### config.mk
export PLATFORM = sky130hd
export DESIGN_NAME = vga_pixel_pipe
export DESIGN_NICKNAME = d
export VERILOG_FILES = /design/src/rtl/vga_pkg.sv /design/src/rtl/vga_delay_line.sv /design/src/rtl/vga_pixel_pipe.sv
export SDC_FILE = /design/constraint.sdc
export NUM_CORES = 1
export LEC_CHECK = 0
export ABC_AREA = 1
export CAP_MARGIN = 20
export CORE_ASPECT_RATIO = 0.8
export CORE_MARGIN = 4
export CORE_UTILIZATION = 45
export CTS_BUF_LIST = sky130_fd_sc_hd__clkbuf_4
export CTS_CLUSTER_DIAMETER = 120
export DETAILED_ROUTE_END_ITERATION = 10
export PLACE_DENSITY_LB_ADDON = 0.08
export REMOVE_ABC_BUFFERS = 1
export SYNTH_ARGS = -nofsm -noshare
export SYNTH_HDL_FRONTEND = slang
export SYNTH_SLANG_ARGS = --single-unit
### constraint.sdc
create_clock -name ckVideo -period 2.4 [get_ports ckVideo]
set_input_delay 0.72 -clock ckVideo [delete_from_list [all_inputs] [get_ports ckVideo]]
set_output_delay 0.72 -clock ckVideo [all_outputs]
set_load 0.05 [all_outputs]
### src/rtl/vga_pkg.sv
// Shared constants and colour helpers for the VGA pixel pipeline.
package vga_pkg;
  localparam int H_ACTIVE    = 640;
  localparam int V_ACTIVE    = 480;
  localparam int FB_W        = 160;
  localparam int FB_H        = 120;
  localparam int PIPE_LAT    = 3;
  localparam int VBLANK_LINE = 480;
  localparam int RGB332_W    = 8;
  localparam int RGB444_W    = 12;
  localparam int FB_ADDR_W   = 15;
  localparam int SPR_ADDR_W  = 8;
  localparam int COORD_W     = 10;

  typedef struct packed {
    logic [3:0] r;
    logic [3:0] g;
    logic [3:0] b;
  } rgb444_t;

  // Replicate MSBs so full-scale 332 maps to full-scale 444.
  function automatic rgb444_t expand332(input logic [RGB332_W-1:0] c);
    rgb444_t o;
    o.r = {c[7:5], c[7]};
    o.g = {c[4:2], c[4]};
    o.b = {c[1:0], c[1:0]};
    return o;
  endfunction
endpackage

### src/rtl/vga_delay_line.sv
// Fixed-depth register delay line with a configurable reset value.
module vga_delay_line #(
  parameter int               WIDTH   = 1,
  parameter int               DEPTH   = 3,
  parameter logic [WIDTH-1:0] RST_VAL = '0
) (
  input  logic             ckVideo,
  input  logic             reset,
  input  logic [WIDTH-1:0] din,
  output logic [WIDTH-1:0] dout
);
  logic [DEPTH-1:0][WIDTH-1:0] pipe;

  always_ff @(posedge ckVideo) begin
    if (reset) begin
      for (int i = 0; i < DEPTH; i++) pipe[i] <= RST_VAL;
    end else begin
      pipe[0] <= din;
      for (int i = 1; i < DEPTH; i++) pipe[i] <= pipe[i-1];
    end
  end

  assign dout = pipe[DEPTH-1];
endmodule

### src/rtl/vga_pixel_pipe.sv
// Three-stage pixel pipeline: framebuffer fetch, sprite overlay, sync alignment.
module vga_pixel_pipe
  import vga_pkg::*;
#(
  parameter logic [RGB444_W-1:0] COLOR_KEY   = 12'hF0F,
  parameter int                  SPRITE_SIZE = 16
) (
  input  logic                  ckVideo,
  input  logic                  reset,
  input  logic [COORD_W-1:0]    adrHor,
  input  logic [COORD_W-1:0]    adrVer,
  input  logic                  flgActiveVideo,
  input  logic                  HS,
  input  logic                  VS,
  output logic [FB_ADDR_W-1:0]  fbAddr,
  input  logic [RGB332_W-1:0]   fbData,
  output logic [SPR_ADDR_W-1:0] spriteAddr,
  input  logic [RGB444_W-1:0]   spriteData,
  input  logic [COORD_W-1:0]    spriteX,
  input  logic [COORD_W-1:0]    spriteY,
  input  logic                  spriteEn,
  output logic [3:0]            vgaRed,
  output logic [3:0]            vgaGreen,
  output logic [3:0]            vgaBlue,
  output logic                  vgaHS,
  output logic                  vgaVS,
  output logic                  frameStart
);
  localparam int SB = $clog2(SPRITE_SIZE);

  logic [COORD_W-1:0] sX, sY;
  logic               sEn;
  logic               hit1, hit2;
  rgb444_t            raw3;
  logic               act3, hs3, vs3;

  // Stage 1 combinational: framebuffer address and sprite hit
  logic [FB_ADDR_W-1:0]  fb_v, fb_h, fb_lin;
  logic                  in_area, load_now;
  logic [COORD_W:0]      dx, dy;
  logic                  hit;
  logic [SPR_ADDR_W-1:0] spr_addr;

  always_comb begin
    fb_v     = FB_ADDR_W'(adrVer[COORD_W-1:2]);
    fb_h     = FB_ADDR_W'(adrHor[COORD_W-1:2]);
    fb_lin   = (fb_v << 7) + (fb_v << 5) + fb_h;
    in_area  = (adrHor < COORD_W'(H_ACTIVE)) && (adrVer < COORD_W'(V_ACTIVE));
    load_now = (adrHor == '0) && (adrVer == COORD_W'(VBLANK_LINE));
    // Widened differences are only meaningful once the >= guard holds.
    dx       = {1'b0, adrHor} - {1'b0, sX};
    dy       = {1'b0, adrVer} - {1'b0, sY};
    hit      = sEn
               && (adrHor >= sX) && (dx < (COORD_W+1)'(SPRITE_SIZE))
               && (adrVer >= sY) && (dy < (COORD_W+1)'(SPRITE_SIZE));
    spr_addr = hit ? {4'(dy[SB-1:0]), 4'(dx[SB-1:0])} : '0;
  end

  always_ff @(posedge ckVideo) begin
    if (reset) begin
      fbAddr     <= '0;
      spriteAddr <= '0;
      hit1       <= 1'b0;
      hit2       <= 1'b0;
      raw3       <= '0;
      sX         <= '0;
      sY         <= '0;
      sEn        <= 1'b0;
      frameStart <= 1'b0;
    end else begin
      fbAddr     <= in_area ? fb_lin : '0;
      spriteAddr <= spr_addr;
      hit1       <= hit;
      hit2       <= hit1;
      // Sprite position only changes during vertical blank so a frame never tears.
      if (load_now) begin
        sX  <= spriteX;
        sY  <= spriteY;
        sEn <= spriteEn;
      end
      frameStart <= load_now;
      if (hit2 && spriteData != COLOR_KEY) raw3 <= spriteData;
      else                                 raw3 <= expand332(fbData);
    end
  end

  vga_delay_line #(
    .WIDTH  (3),
    .DEPTH  (PIPE_LAT),
    .RST_VAL(3'b011)
  ) u_sync (
    .ckVideo(ckVideo),
    .reset  (reset),
    .din    ({flgActiveVideo, HS, VS}),
    .dout   ({act3, hs3, vs3})
  );

  assign vgaRed   = act3 ? raw3.r : 4'h0;
  assign vgaGreen = act3 ? raw3.g : 4'h0;
  assign vgaBlue  = act3 ? raw3.b : 4'h0;
  assign vgaHS    = hs3;
  assign vgaVS    = vs3;
endmodule

==> results.yml <==
run_status:
  status: "complete, no violations"
cts:
  cts.path.max_buffers: 2
  cts_root_buf: "clkbuf_4"
  cts.clk_slew.worst_paths_ns: 0.13
  htreeDepth: 3
  tritoncts: "built"
  cts.sinks: 68
  hold_buffers: 0
  clock_latency_ns: 0.43
  cts_buffers: 9
worst_setup_path:
  r2r-start: "sY[0]"
  cp_top_family: "buffers and inverters"
  critPathKind: "flop to primary output"
  worst-endpoint-arrival_ns: 1.58
  start_kind: "flop"
  cp_max_fo: 1
  worst-endpoint-required_ns: 1.68
  cp_slowest_cell: "clkdlybuf4s50_1"
  end_kind: "primary output"
  crit_start: "frameStart"
  worstPathCellList: "clkdlybuf4s50_1"
  critPathBufInv: 1
  critical-path-max-stage-delay_ns: 0.80
synthesis:
  yosys.area.top_type: "dfxtp_1"
  synth-async-reset-ratio_pct: 0
  synth_area_um2: 3820
  yosysMostFrequentCell: "nand2_1"
  postSynthAreaPerCell_um2: 6.97
  synth_cell_types: 29
  synthCells: 549
  synth_commonest_cells: "nand2_1 (127), inv_1 (104), dfxtp_1 (68)"
  ys_seq_area_share_pct: 35.6
  synth_top_area_share_pct: 35.6
  ys_ff_latch: 68
  ys_warn_count: 0
  synth_area_leaders: "dfxtp_1 (36%), nand2_1 (12%), ha_1 (11%)"
  synth-edff-count: 0
  synth_top_flop_cell: "dfxtp_1"
floorplan:
  rows: 29
  die_w_um: 111
  die_y_um: 90.5
  start_util_pct: 47.3
  fp.coreArea_um2: 8090
  die_area_um2: 10000
  io_pins: 104
power:
  power.leakage_nw: 2.93
  peakVddDrop_mv: 0.385
  finalPower_w: 0.00293
  power.switching_w: 0.000806
  p_int_w: 0.00212
  pwr-share-seq_pct: 39.9
  pwr-share-clk_pct: 37.0
  sw_frac_of_total_pct: 27.6
  power_frac_comb_pct: 23.2
  p_per_area_nw_per_um2: 491
routing:
  routedWlPerCell_um: 13.3
  viasPerCell: 4.80
  drc: 0
  vias: 4009
  antenna_left: 0
  drtIter0Drc: 158
  dr.pass1.iters: 4
  drt_wl_total_mm: 11.1
sta:
  fin_skew_ns: 0.0176
  worstMarginPinSlew_ns: 0.531
  max_freq_ghz: 0.434
  period_share_pct: 96.0
  hold_viol_final: 0
  post-route-min-period_ns: 2.30
  drv_slew: 0
  setup_viol: 0
  maxSlewHeadroom_pct: 64.5
  rsz0062_at_grt: "false"
final_layout:
  fin_util_pct: 73.6
  instances_no_fill: 835
  syn_to_final_growth_pct: 55.7
  fillers: 678
  n_antenna_cell: 0
  layout-drive-gt1-share_pct: 22.7
  nNetsFinal: 828
global_route:
  antenna_found_initial: 0
  grt_max_degree: 24
  grt_usage_pct: 21.7
  grt-ovfl-total: 0
  grt_pass1_wl_mm: 18.1
  grt_pass1_vias: 3934
placed_design:
  dp_cells: 816
  post-dp-hpwl_mm: 8.58
  gp_congestion: 0.869
  numPortBuffers: 103
min_path:
  hold_class: "flop to flop"
  hp-start: "u_sync.pipe[5]"
job:
  maxCapViolCount: 0
## sequential cells by signal, indices dropped and copies added, names as in the netlist
signal and flops:
fbAddr 15, frameStart 1, hit1 1, hit2 1, raw3 12, sEn 1, sX 10, sY 10
spriteAddr 8, u_sync.dout 3, u_sync.pipe 6
## cells in the final DEF, fill, tap and decap left out, types with 10 or more instances in the layout
cell and instances:
nand2_1 120, dfxtp_1 68, buf_4 79, ha_4 13, inv_1 99, nand2_2 10
nand4_1 11, a21oi_1 42, clkdlybuf4s50_1 73, nor2_1 45, nand3_1 19, ha_1 19
dlymetal6s2s_1 12, o21ai_0 31
## cell families (layout without fill, tap and decap cells)
kind of cell             count (synthesis)  count (layout)  share of synthesized area [%]
AND/OR/NAND/NOR                        238             239                           27.1
flip-flops                              68              68                           35.6
adder cells (fa/ha/maj)                 39              39                           13.5
XOR/XNOR                                 4               4                          0.916
AO/OA/AOI/OAI                           85              85                           11.6
buffers and inverters                  115             292                           11.3
## cell type report
| class | instances | area, um^2 | share of cell area (%) |
|---|---|---|---|
| flip-flops and latches | 68 | 1360 | 22.9 |
| clock inverters | 6 | 138 | 2.31 |
| inverters | 105 | 394 | 6.62 |
| well taps | 108 | 135 | 2.27 |
| multi-input cells | 367 | 2320 | 39.0 |
| clock buffers | 9 | 67.6 | 1.13 |
| repair buffers | 172 | 1540 | 25.8 |
## stage by stage
| step | setup TNS (ns) | hold slack (ns) | setup WS, ns | instance area (um^2) |
|---|---|---|---|---|
| floorplan | -0.0982 | 0.388 | -0.0982 | 3790 |
| global placement | -14.75 | 0.389 | -0.697 | 5420 |
| global route | 0 | 0.427 | 0.0129 | 5950 |
| CTS | 0 | 0.419 | 0.00200 | 5710 |
| finish | 0 | 0.415 | 0.0957 | 5950 |
| detailed placement | -16.33 | 0.394 | -0.732 | 5420 |
## routing by layer
| layer | wire, um | track usage (%) | up-vias |
|---|---|---|---|
| li1 | - | - | 2093 |
| met3 | 559 | 5.22 | 13 |
| met2 | 5340 | 38.3 | 96 |
| met1 | 5070 | 26.4 | 1807 |
| met5 | 0 | 0 | - |
| met4 | 139 | 5.88 | 0 |
## final timing paths
check        depth (start not counted)              to  slack (ns)
max                                  1      frameStart         0.1
min                                  2  u_sync.dout[2]        0.42
max reg2reg                         14   spriteAddr[1]        0.28
min reg2reg                          2  u_sync.dout[2]        0.42
## timing repair
item | in CTS | in global routing
pin swaps | 6 | 26
resized for setup | 29 | 55
buffers inserted | 1 | 2
setup endpoints to repair | 14 | 24
cloned | 1 | 0
## power groups by stage
stage,registers [W],clock network (W),logic [W]
floorplan,0.00124,0,0.000260
global placement,0.00119,0,0.000614
detailed placement,0.00119,0,0.000624
CTS,0.00117,0.00110,0.000645
global route,0.00117,0.00114,0.000747
finish,0.00117,0.00108,0.000678
(Power assumes the default switching activity.)
